===== src/rtl/mru_cache_pkg.sv =====
// Shared types and width helpers for the MRU cache tag-lookup slice.
// The response struct is sized for the largest supported configuration
// (up to 256 ways, tags up to 64 bits); instances use the low bits.
package mru_cache_pkg;

  localparam int MAX_WAY_W = 8;
  localparam int MAX_TAG_W = 64;

  // Index width for a power-of-two way count (at least one bit).
  function automatic int calc_way_w(input int n);
    return (n > 1) ? $clog2(n) : 1;
  endfunction

  // Index width for the set count (at least one bit).
  function automatic int calc_idx_w(input int depth);
    return (depth > 1) ? $clog2(depth) : 1;
  endfunction

  // Age value as seen outside the age array (zero-extended).
  typedef logic [MAX_WAY_W-1:0] age_t;

  typedef struct packed {
    logic                 hit;
    logic [MAX_WAY_W-1:0] way;
    logic                 evict;
    logic [MAX_TAG_W-1:0] evict_tag;
  } lookup_resp_t;

endpackage


===== src/rtl/mru_age_update.sv =====
// Per-set age array. Age 0 is the most recently used way; age N-1 is the
// replacement candidate. Ages within a set are always a permutation of 0..N-1.
module mru_age_update
  import mru_cache_pkg::*;
#(
  parameter int N     = 4,
  parameter int DEPTH = 32,
  localparam int WAY_W = calc_way_w(N),
  localparam int IDX_W = calc_idx_w(DEPTH)
) (
  input  logic             clk,
  input  logic             rst,
  input  logic [IDX_W-1:0] rd_idx,
  output logic [WAY_W-1:0] lru_way,
  input  logic             upd_en,
  input  logic [IDX_W-1:0] upd_idx,
  input  logic [WAY_W-1:0] upd_way
);

  logic [WAY_W-1:0] ages [DEPTH][N];

  // Reset ages to way index; on access move the way to age 0 and age the younger ones.
  always_ff @(posedge clk or posedge rst) begin
    if (rst) begin
      for (int s = 0; s < DEPTH; s++) begin
        for (int w = 0; w < N; w++) begin
          ages[s][w] <= WAY_W'(w);
        end
      end
    end else if (upd_en) begin
      for (int w = 0; w < N; w++) begin
        if (WAY_W'(w) == upd_way) begin
          ages[upd_idx][w] <= '0;
        end else if (ages[upd_idx][w] < ages[upd_idx][upd_way]) begin
          ages[upd_idx][w] <= ages[upd_idx][w] + 1'b1;
        end
      end
    end
  end

  // Find the oldest way of the read set.
  always_comb begin
    lru_way = '0;
    for (int w = 0; w < N; w++) begin
      if (age_t'(ages[rd_idx][w]) == age_t'(N - 1)) begin
        lru_way = WAY_W'(w);
      end
    end
  end

endmodule


===== src/rtl/mru_tag_lookup.sv =====
// Tag lookup and replacement stage behind the N-way tag memory.
// Optional statistics counters are built only when MRU_STATS_EN is defined.
//
// Handshakes: a transfer happens on a rising clk edge where valid and ready
// are both high; valid never depends on ready, and a stalled response keeps
// all resp_* fields stable until it transfers.
module mru_tag_lookup
  import mru_cache_pkg::*;
#(
  parameter int N     = 4,
  parameter int DEPTH = 32,
  parameter int TAG_W = 18,
  localparam int WAY_W = calc_way_w(N),
  localparam int IDX_W = calc_idx_w(DEPTH)
) (
  input  logic               clk,
  input  logic               rst,
  input  logic               req_valid,
  output logic               req_ready,
  input  logic [IDX_W-1:0]   req_idx,
  input  logic [TAG_W-1:0]   req_tag,
  output logic               resp_valid,
  input  logic               resp_ready,
  output logic               resp_hit,
  output logic [WAY_W-1:0]   resp_way,
  output logic               resp_evict,
  output logic [TAG_W-1:0]   resp_evict_tag,
  output logic [IDX_W-1:0]   mem_rad,
  input  logic [N*TAG_W-1:0] mem_rdat,
  output logic [N-1:0]       mem_we,
  output logic [IDX_W-1:0]   mem_wad,
  output logic [TAG_W-1:0]   mem_wdat,
  output logic [31:0]        hit_cnt,
  output logic [31:0]        miss_cnt
);

  logic             s1_valid;
  logic [IDX_W-1:0] s1_idx;
  logic [TAG_W-1:0] s1_tag;
  logic [N-1:0]     vbits [DEPTH];

  logic             fwd_valid;
  logic [IDX_W-1:0] fwd_idx;
  logic [WAY_W-1:0] fwd_way;
  logic [TAG_W-1:0] fwd_tag;

  logic             accept;
  logic             fire;
  logic             fire_miss;
  logic [N-1:0]     vset;
  logic [TAG_W-1:0] way_tag [N];
  logic [N-1:0]     match;
  logic             hit;
  logic [WAY_W-1:0] hit_way;
  logic [WAY_W-1:0] inv_way;
  logic [WAY_W-1:0] lru_way;
  logic [WAY_W-1:0] victim;
  logic [WAY_W-1:0] acc_way;
  lookup_resp_t     resp_s;
  logic             unused_resp;

  assign req_ready  = !s1_valid || resp_ready;
  assign accept     = req_valid && req_ready;
  assign resp_valid = s1_valid;
  assign fire       = s1_valid && resp_ready;
  assign fire_miss  = fire && !hit;
  assign mem_rad    = accept ? req_idx : s1_idx;
  assign acc_way    = hit ? hit_way : victim;

  // Pipeline register S1: holds the request while its tags are read.
  always_ff @(posedge clk or posedge rst) begin
    if (rst) begin
      s1_valid <= 1'b0;
      s1_idx   <= '0;
      s1_tag   <= '0;
    end else if (req_ready) begin
      s1_valid <= req_valid;
      if (req_valid) begin
        s1_idx <= req_idx;
        s1_tag <= req_tag;
      end
    end
  end

  // Valid bits: a firing miss fills the victim way.
  always_ff @(posedge clk or posedge rst) begin
    if (rst) begin
      for (int s = 0; s < DEPTH; s++) begin
        vbits[s] <= '0;
      end
    end else if (fire_miss) begin
      vbits[s1_idx][victim] <= 1'b1;
    end
  end

  // One-cycle forward of a fill, hiding the memory's read-old-on-collision.
  always_ff @(posedge clk or posedge rst) begin
    if (rst) begin
      fwd_valid <= 1'b0;
      fwd_idx   <= '0;
      fwd_way   <= '0;
      fwd_tag   <= '0;
    end else begin
      fwd_valid <= fire_miss;
      if (fire_miss) begin
        fwd_idx <= s1_idx;
        fwd_way <= victim;
        fwd_tag <= s1_tag;
      end
    end
  end

  // Compare all ways, pick the lowest matching way and the lowest invalid way.
  always_comb begin
    vset    = vbits[s1_idx];
    match   = '0;
    hit_way = '0;
    inv_way = '0;
    for (int w = 0; w < N; w++) begin
      way_tag[w] = mem_rdat[w*TAG_W +: TAG_W];
      if (fwd_valid && (fwd_idx == s1_idx) && (fwd_way == WAY_W'(w))) begin
        way_tag[w] = fwd_tag;
      end
      match[w] = vset[w] && (way_tag[w] == s1_tag);
    end
    for (int w = N - 1; w >= 0; w--) begin
      if (match[w]) hit_way = WAY_W'(w);
      if (!vset[w]) inv_way = WAY_W'(w);
    end
    hit    = |match;
    victim = (&vset) ? lru_way : inv_way;
  end

  // Assemble the response and the fill write.
  always_comb begin
    resp_s           = '0;
    resp_s.hit       = hit;
    resp_s.way       = MAX_WAY_W'(acc_way);
    resp_s.evict     = !hit && vset[victim];
    resp_s.evict_tag = MAX_TAG_W'(way_tag[victim]);
    mem_we           = '0;
    if (fire_miss) begin
      mem_we[victim] = 1'b1;
    end
  end

  assign resp_hit       = resp_s.hit;
  assign resp_way       = resp_s.way[WAY_W-1:0];
  assign resp_evict     = resp_s.evict;
  assign resp_evict_tag = resp_s.evict_tag[TAG_W-1:0];
  assign mem_wad        = s1_idx;
  assign mem_wdat       = s1_tag;
  // Upper struct bits beyond this configuration's widths are padding.
  assign unused_resp    = ^resp_s;

  mru_age_update #(
    .N     (N),
    .DEPTH (DEPTH)
  ) u_age (
    .clk     (clk),
    .rst     (rst),
    .rd_idx  (s1_idx),
    .lru_way (lru_way),
    .upd_en  (fire),
    .upd_idx (s1_idx),
    .upd_way (acc_way)
  );

`ifdef MRU_STATS_EN
  logic [31:0] hit_q;
  logic [31:0] miss_q;

  // Count fired hits and misses; wrap naturally at 2^32.
  always_ff @(posedge clk or posedge rst) begin
    if (rst) begin
      hit_q  <= '0;
      miss_q <= '0;
    end else if (fire) begin
      if (hit) hit_q  <= hit_q + 32'd1;
      else     miss_q <= miss_q + 32'd1;
    end
  end

  assign hit_cnt  = hit_q;
  assign miss_cnt = miss_q;
`else
  assign hit_cnt  = '0;
  assign miss_cnt = '0;
`endif

endmodule


===== config.mk =====
export PLATFORM = sky130hd
export DESIGN_NAME = mru_tag_lookup
export DESIGN_NICKNAME = d
export VERILOG_FILES = /design/src/rtl/mru_cache_pkg.sv /design/src/rtl/mru_age_update.sv /design/src/rtl/mru_tag_lookup.sv
export SDC_FILE = /design/constraint.sdc
export NUM_CORES = 2
export LEC_CHECK = 0
export ABC_CLOCK_PERIOD_IN_PS = 38700
export CAP_MARGIN = 30
export CORE_UTILIZATION = 48
export CTS_CLUSTER_DIAMETER = 100
export CTS_CLUSTER_SIZE = 10
export DETAILED_ROUTE_END_ITERATION = 6
export HOLD_SLACK_MARGIN = 0.06
export PLACE_DENSITY = 0.66
export SYNTH_ARGS = -nofsm -noshare
export SYNTH_HDL_FRONTEND = slang
export SYNTH_SLANG_ARGS = --single-unit

===== constraint.sdc =====
create_clock -name clk -period 38.7 [get_ports clk]
set_input_delay 3.87 -clock clk [delete_from_list [all_inputs] [get_ports clk]]
set_output_delay 3.87 -clock clk [all_outputs]
set_load 0.005 [all_outputs]

==> summary.md <==
| Metric | Value |
|---|---|
| CTS Buffer Depth | `3` |
| Endpoints failing setup | `0` |
| # resized after CTS | `0` |
| Unique masters post-synth | `101` |
| Post-layout net count | `2454` |
| Post-route ant nets | `0` |
| Worst vdd ir | `0.03524 mV` |
| Sequential share of the synthesized area | `45.12%` |
| CTS Root Cell | `clkbuf_16` |
| Total grt overflow | `0` |
| Clock slew at reported path FFs | `0.06 ns` |
| Post-synth EDFFs | `0` |
| CP endpoint kind | `primary output` |
| Sum Neg Setup Slack | `0 ns` |
| Kind of critical path | `input pin to primary output` |
| Maxcap violations | `0` |
| Final Cycle Share | `32.43%` |
| Worst Reg-to-Reg Cells | `18` |
| Tot GR Track Use | `33.60%` |
| Outcome | `completed` |
| CORE AREA | `0.05017 mm^2` |
| Most common cell after layout, fill and taps aside | `dfrtp_1` |
| Final Critical Period | `12.55 ns` |
| Placement Setup Slack | `26.25 ns` |
| Die width | `227.6 um` |
| Synth Cell Area | `0.02443 mm^2` |
| CTS tree | `done` |
| Port-buffer cells | `154` |
| Die height | `227.6 um` |
| Worst EP arrival | `8.68 ns` |
| Area Overhead vs Synth | `13.89%` |
| Cell count after synthesis | `2261` |
| Most frequent cells in the layout | `dfrtp_1, clkdlybuf4s50_1, nand2_1` |
| Crit path max fanout | `43` |
| R2r endpoint | `u_age.ages[137]$_DFFE_PP1P_` |
| Leakage | `0.01137 uW` |
| R2r setup slk | `30.66 ns` |
| Post-DP HPWL | `59530 um` |
| Syn. warnings | `0` |
| Power density cells | `52.20 mW/mm^2` |
| Worst path required time | `34.83 ns` |
| Critical path launch point type | `input pin` |
| Inserted Clock Buffers | `49` |
| Slew margin rel. | `29.63%` |
| Slew Limit Fails | `0` |
| # DRC | `0` |
| Pre-antenna DRT Iters | `6` |
| Row count | `82` |
| RSZ-0062 raised after global routing | `false` |
| Initial Utilization | `48.69%` |
| Reg2reg start | `mem_wad[0]$_DFFE_PP0P_` |
| Final Hold Vio Count | `0` |
| Final WS setup | `26.15 ns` |
| Mean routed wirelength per cell | `28.25 um` |
| Layout cells sized above 1 | `17.13%` |
| Worst-skew pair later-pin latency | `0.62 ns` |
| Worst-Margin Slew | `1.056 ns` |
| Synth Register Bits | `434` |
| Ys async rst share | `100.0%` |
| Crit. Startpoint | `mem_rdat[44]` |
| Capture point of the critical path | `mem_we[3]` |
| Vias in the first global route | `20260` |
| Hold buffer count at cts | `0` |
| Initial antenna violation count | `2` |
| Io pins | `219` |
| Initial DRC count | `2493` |
| Top_reg_cell synth | `dfrtp_1` |
| WHS | `0.4558 ns` |
| Post-CTS Setup Bufs | `0` |
| Clock sink count | `434` |
| Total power | `1452 uW` |
| Hold Path Class | `register to register` |
| Vias | `20680` |
| Gpl congestion | `1.047` |
| Via/cell ratio | `6.746` |
| Peak Freq | `79.69 MHz` |
| Clk_skew | `0.03337 ns` |
| Htree depth | `2` |
| Syn avg cell area | `10.80 um^2` |
| First-pass GRT wire length | `129800 um` |
| DIE AREA | `0.05179 mm^2` |
| Largest net degree at the start of global routing | `175` |
| Final wirelength | `86600 um` |
## metal layers
layer	track usage [%]	up-vias	part of all wire, %
met5	0	-	0
met4	15.85	0	4.6
met3	6.905	225	9.3
met2	50.56	1141	45
met1	46.50	10550	41
li1	-	8766	-
## where the power goes
| group | internal (uW) | leakage [uW] | total, uW | switching [uW] |
|---|---|---|---|---|
| Clock | 239 | 0.000669 | 433 | 194 |
| Combinational | 181 | 0.00525 | 467 | 286 |
| Sequential | 501 | 0.00545 | 552 | 51.7 |
## cells in the mapped netlist, types with 6 or more instances
master       n  share of area [%]
dfrtp_1    306                 31
nand2_1    137                2.1
dfstp_2    128                 14
a22o_1     114                4.1
nand3_1    112                2.3
clkbuf_1   105                1.6
o2bb2ai_1  105                3.8
o21bai_1    96                3.0
mux4_2      77                7.1
buf_4       74                2.3
nor2_1      63               0.97
o21ai_0     62                1.3
a21o_1      53                1.6
o211ai_1    53                1.6
inv_1       52               0.80
a22oi_1     45                1.4
a21oi_1     44               0.90
buf_2       41               0.84
mux2i_1     41                1.7
o21ai_1     40               0.82
nor3_1      38               0.78
nor2b_1     34               0.87
mux2_2      32                1.5
and2_1      28               0.72
a221o_1     25                1.0
o221ai_1    25               0.90
and3_1      23               0.59
xor2_1      22               0.79
nor4_1      19               0.49
nand4_1     18               0.46
xnor2_1     18               0.65
nand3b_1    14               0.43
a221oi_1    13               0.47
buf_6       12               0.55
o22ai_1     12               0.31
a211oi_1    11               0.34
nand2b_1    11               0.28
o2111ai_1   10               0.36
or3_1       10               0.26
a31oi_1      9               0.23
a2111oi_0    8               0.29
nor4b_1      8               0.29
nor3b_1      7               0.22
buf_1        6              0.092
or2_2        6               0.15
## critical path: stages
cell             delay (ns)
clkdlybuf4s50_1        0.51
a222oi_1               0.60
nand4_1                0.29
nor3_1                 0.50
o211ai_1               0.18
nor4b_1                0.47
a211o_1                0.19
or2_1                  0.10
buf_4                  0.37
inv_1                  0.31
nand3_1                0.14
buf_4                  0.30
clkinv_1               0.29
clkdlybuf4s50_1        0.52
## metrics by stage
stage | cell area [um^2] | instances | util [%]
after floorplan | 24660 | 2324 | -
after global placement | 26250 | 2965 | 52.32
after detailed placement | 26340 | 2971 | 52.51
after CTS | 27760 | 3063 | 55.33
after global routing | 27820 | 3065 | 55.44
final | 27820 | 3066 | 55.45
## final cells by class
class	count	area, um^2
diodes	1	2.502
well taps	672	840.8
clock inverters	4	45.04
inverters	59	229.0
multi-input cells	1593	12200
flip-flops and latches	434	11030
clock buffers	88	1373
fillers	4362	22350
repair buffers	215	2100
## registers in the layout, indices dropped and copies added, names as in the netlist
| signal | flops |
|---|---|
| u_age.ages | 256 |
| fwd_valid | 1 |
| mem_wdat | 18 |
| fwd_idx | 5 |
| mem_wad | 5 |
| fwd_way | 2 |
| resp_valid | 1 |
| fwd_tag | 18 |
| vbits | 128 |
## cells by family after synthesis
group / synth area share [%]
multiplexers: 10.26
buffers and inverters: 6.280
adder cells (fa/ha/maj): 0.1947
other: 0.01535
AND/OR/NAND/NOR: 12.51
XOR/XNOR: 1.567
flip-flops: 45.12
AO/OA/AOI/OAI: 24.06
## how the worst min path moves through the flow
stage | startpoint | to | slack, ns | depth (start not counted)
floorplan | vbits[16]$_DFFE_PP0P_ | vbits[16]$_DFFE_PP0P_ | 0.42 | 1
global placement | vbits[33]$_DFFE_PP0P_ | vbits[33]$_DFFE_PP0P_ | 0.43 | 1
detailed placement | vbits[114]$_DFFE_PP0P_ | vbits[114]$_DFFE_PP0P_ | 0.44 | 1
CTS | vbits[114]$_DFFE_PP0P_ | vbits[114]$_DFFE_PP0P_ | 0.46 | 1
global route | vbits[64]$_DFFE_PP0P_ | vbits[64]$_DFFE_PP0P_ | 0.48 | 1
finish | vbits[2]$_DFFE_PP0P_ | vbits[2]$_DFFE_PP0P_ | 0.46 | 1
(Power assumes the default switching activity.)
==> RTL change: new RTL, config.mk and constraints unchanged <==
`N` is set to 4 in 2 places; all go to 2.
--- a/src/rtl/mru_age_update.sv
+++ b/src/rtl/mru_age_update.sv
@@ -5,3 +5,3 @@
 #(
-  parameter int N     = 4,
+  parameter int N     = 2,
   parameter int DEPTH = 32,
--- a/src/rtl/mru_tag_lookup.sv
+++ b/src/rtl/mru_tag_lookup.sv
@@ -9,3 +9,3 @@
 #(
-  parameter int N     = 4,
+  parameter int N     = 2,
   parameter int DEPTH = 32,
Ports: changed (resized mem_rdat, mem_we and resp_way); port bits go from 219 to 180. No check against the original RTL was run, so the function may have changed too.
==> RTL change against the original RTL <==
Power down 53%. Final cell count fell by 54%. Clock skew shrank 0.014 ns. Hold slack improved by 0.0077 ns. Synthesized area is 57% lower. Critical path depth shrank 2. Worst setup slack improved by 0.84 ns. Wire length down 65%. Synthesized cell count fell by 54%. Cell area down 56%. Combinational power down 47%. Sequential cell count decreased by 257. Largest cell class unchanged.
==> RTL change: results (changes against the original RTL) <==
[cells_and_area]
n_fill_cell=1910  ; -56%
clkbuf_count=19  ; -78%
multi_input_area_share_pct=44.15  ; +0.30 points
n_all_buffers=131  ; -39%
multi_input_cells=767  ; -52%
final-nonclk-buf-share_pct=10.49  ; +2.9 points
regArea_um2=4471  ; -59%
largest_registers=u_age.ages x64, vbits x64
fin_nets=1177  ; -52%
diodes=0  ; -1
n_all_inverters=20  ; -66%

[worst_setup_path]
endpoint=resp_way
r2r_end=u_age.ages[6]$_DFFE_PP1P_
worstPathArrival_ns=7.84  ; -0.84 ns
cpPeakStageDelay_ns=0.62  ; +0.02 ns
slowest_stage=clkdlybuf4s50_1
worstReg2RegStart=mem_wad[4]$_DFFE_PP0P_
cp_max_fo=33  ; -23%
rrSetupSlack_ns=34.23  ; +3.57 ns
cp_top_family=buffers and inverters
reg2reg_depth=11  ; -7
cp-startpoint=mem_rdat[31]

[yosys]
netlist_top_cells_area=dfrtp_1, dfstp_2, a21oi_1, a31o_2, buf_4
netlist-cell-type-count=77  ; -24%
yosys-top-cells-count=dfrtp_1, a21oi_1, buf_4, nor2_1, a31o_2
netlist_instances=1042  ; -54%
yosysSeqAreaShare_pct=42.53  ; -2.6 points

[power]
intPower_mw=0.4377  ; -52%
p_leak_nw=5.071  ; -55%

[routing]
met3_length_mm=2.305  ; -71%
dr_wl_met2_mm=14.08  ; -64%
avgRoutedWirePerCell_um=21.60  ; -24%
m1WireLength_mm=12.80  ; -64%
drt-vias-per-instance=6.136  ; -9.1%
dr.pass1.iters=5  ; -1
drt-total-wl_mm=30.29  ; -65%
drt_iter0_drc=692  ; -72%

[clock_network]
cts.sinks=177  ; -59%
worst_skew_pair.late_latency_ns=0.44  ; -0.18 ns
ctsHtreeMaxLevel=4  ; +2
clockBufferDepth=2  ; -1
numCtsBuffers=17  ; -65%

[grt]
use_met2_pct=44.61  ; -6.0 points
met3_usage_pct=4.665  ; -2.2 points
use_met1_pct=38.03  ; -8.5 points
antenna_found_initial=0  ; -2
grt_max_degree=74  ; -58%
track_usage_pct=28.31  ; -5.3 points
grt_pass1_wl_mm=48.24  ; -63%

[timing]
finClkSkew_ns=0.01917  ; -0.01420 ns
slew-limit-headroom_pct=39.08  ; +9.5 points
max_freq_mhz=85.41  ; +7.2%

[hold_path]
worstHoldStart=vbits[21]$_DFFE_PP0N_
min_to=vbits[21]$_DFFE_PP0N_

[place]
io_buffer_count=115  ; -25%
placed_cells=1370  ; -54%
dp_hpwl_mm=20.85  ; -65%
gp_congestion=0.9768  ; -6.7%
place_ws_ns=27.03  ; +0.7769 ns

[run_status]
status=completed

RTL change: power groups by stage:
stage                     clock [mW]  sequential (mW)  combinational [mW]
after CTS                      0.183            0.258               0.247
after detailed placement           0            0.262               0.245
after floorplan                    0            0.246               0.171
after global placement             0            0.260               0.244
after global routing           0.190            0.264               0.268
final                          0.180            0.259               0.247
RTL change: per-stage QoR:
stage / cell area (um^2) / hold WS [ns] / util (%)
finish: 12120 / 0.4635 / 57.12
global route: 12120 / 0.4772 / 57.12
CTS: 12120 / 0.4671 / 57.12
detailed placement: 11520 / 0.4511 / 54.27
global placement: 11520 / 0.4451 / 54.27
floorplan: 10740 / 0.4339 / -
RTL change: kinds of logic after synthesis:
family / after synthesis / synth area share (%)
other: 1 / 0.03569
and+or+nand+nor: 243 / 13.00
muxes: 94 / 12.40
buffers and inverters: 161 / 8.978
DFF: 177 / 42.53
xor gates and xnor gates: 24 / 2.000
AOI/OAI and AO/OA: 342 / 21.05
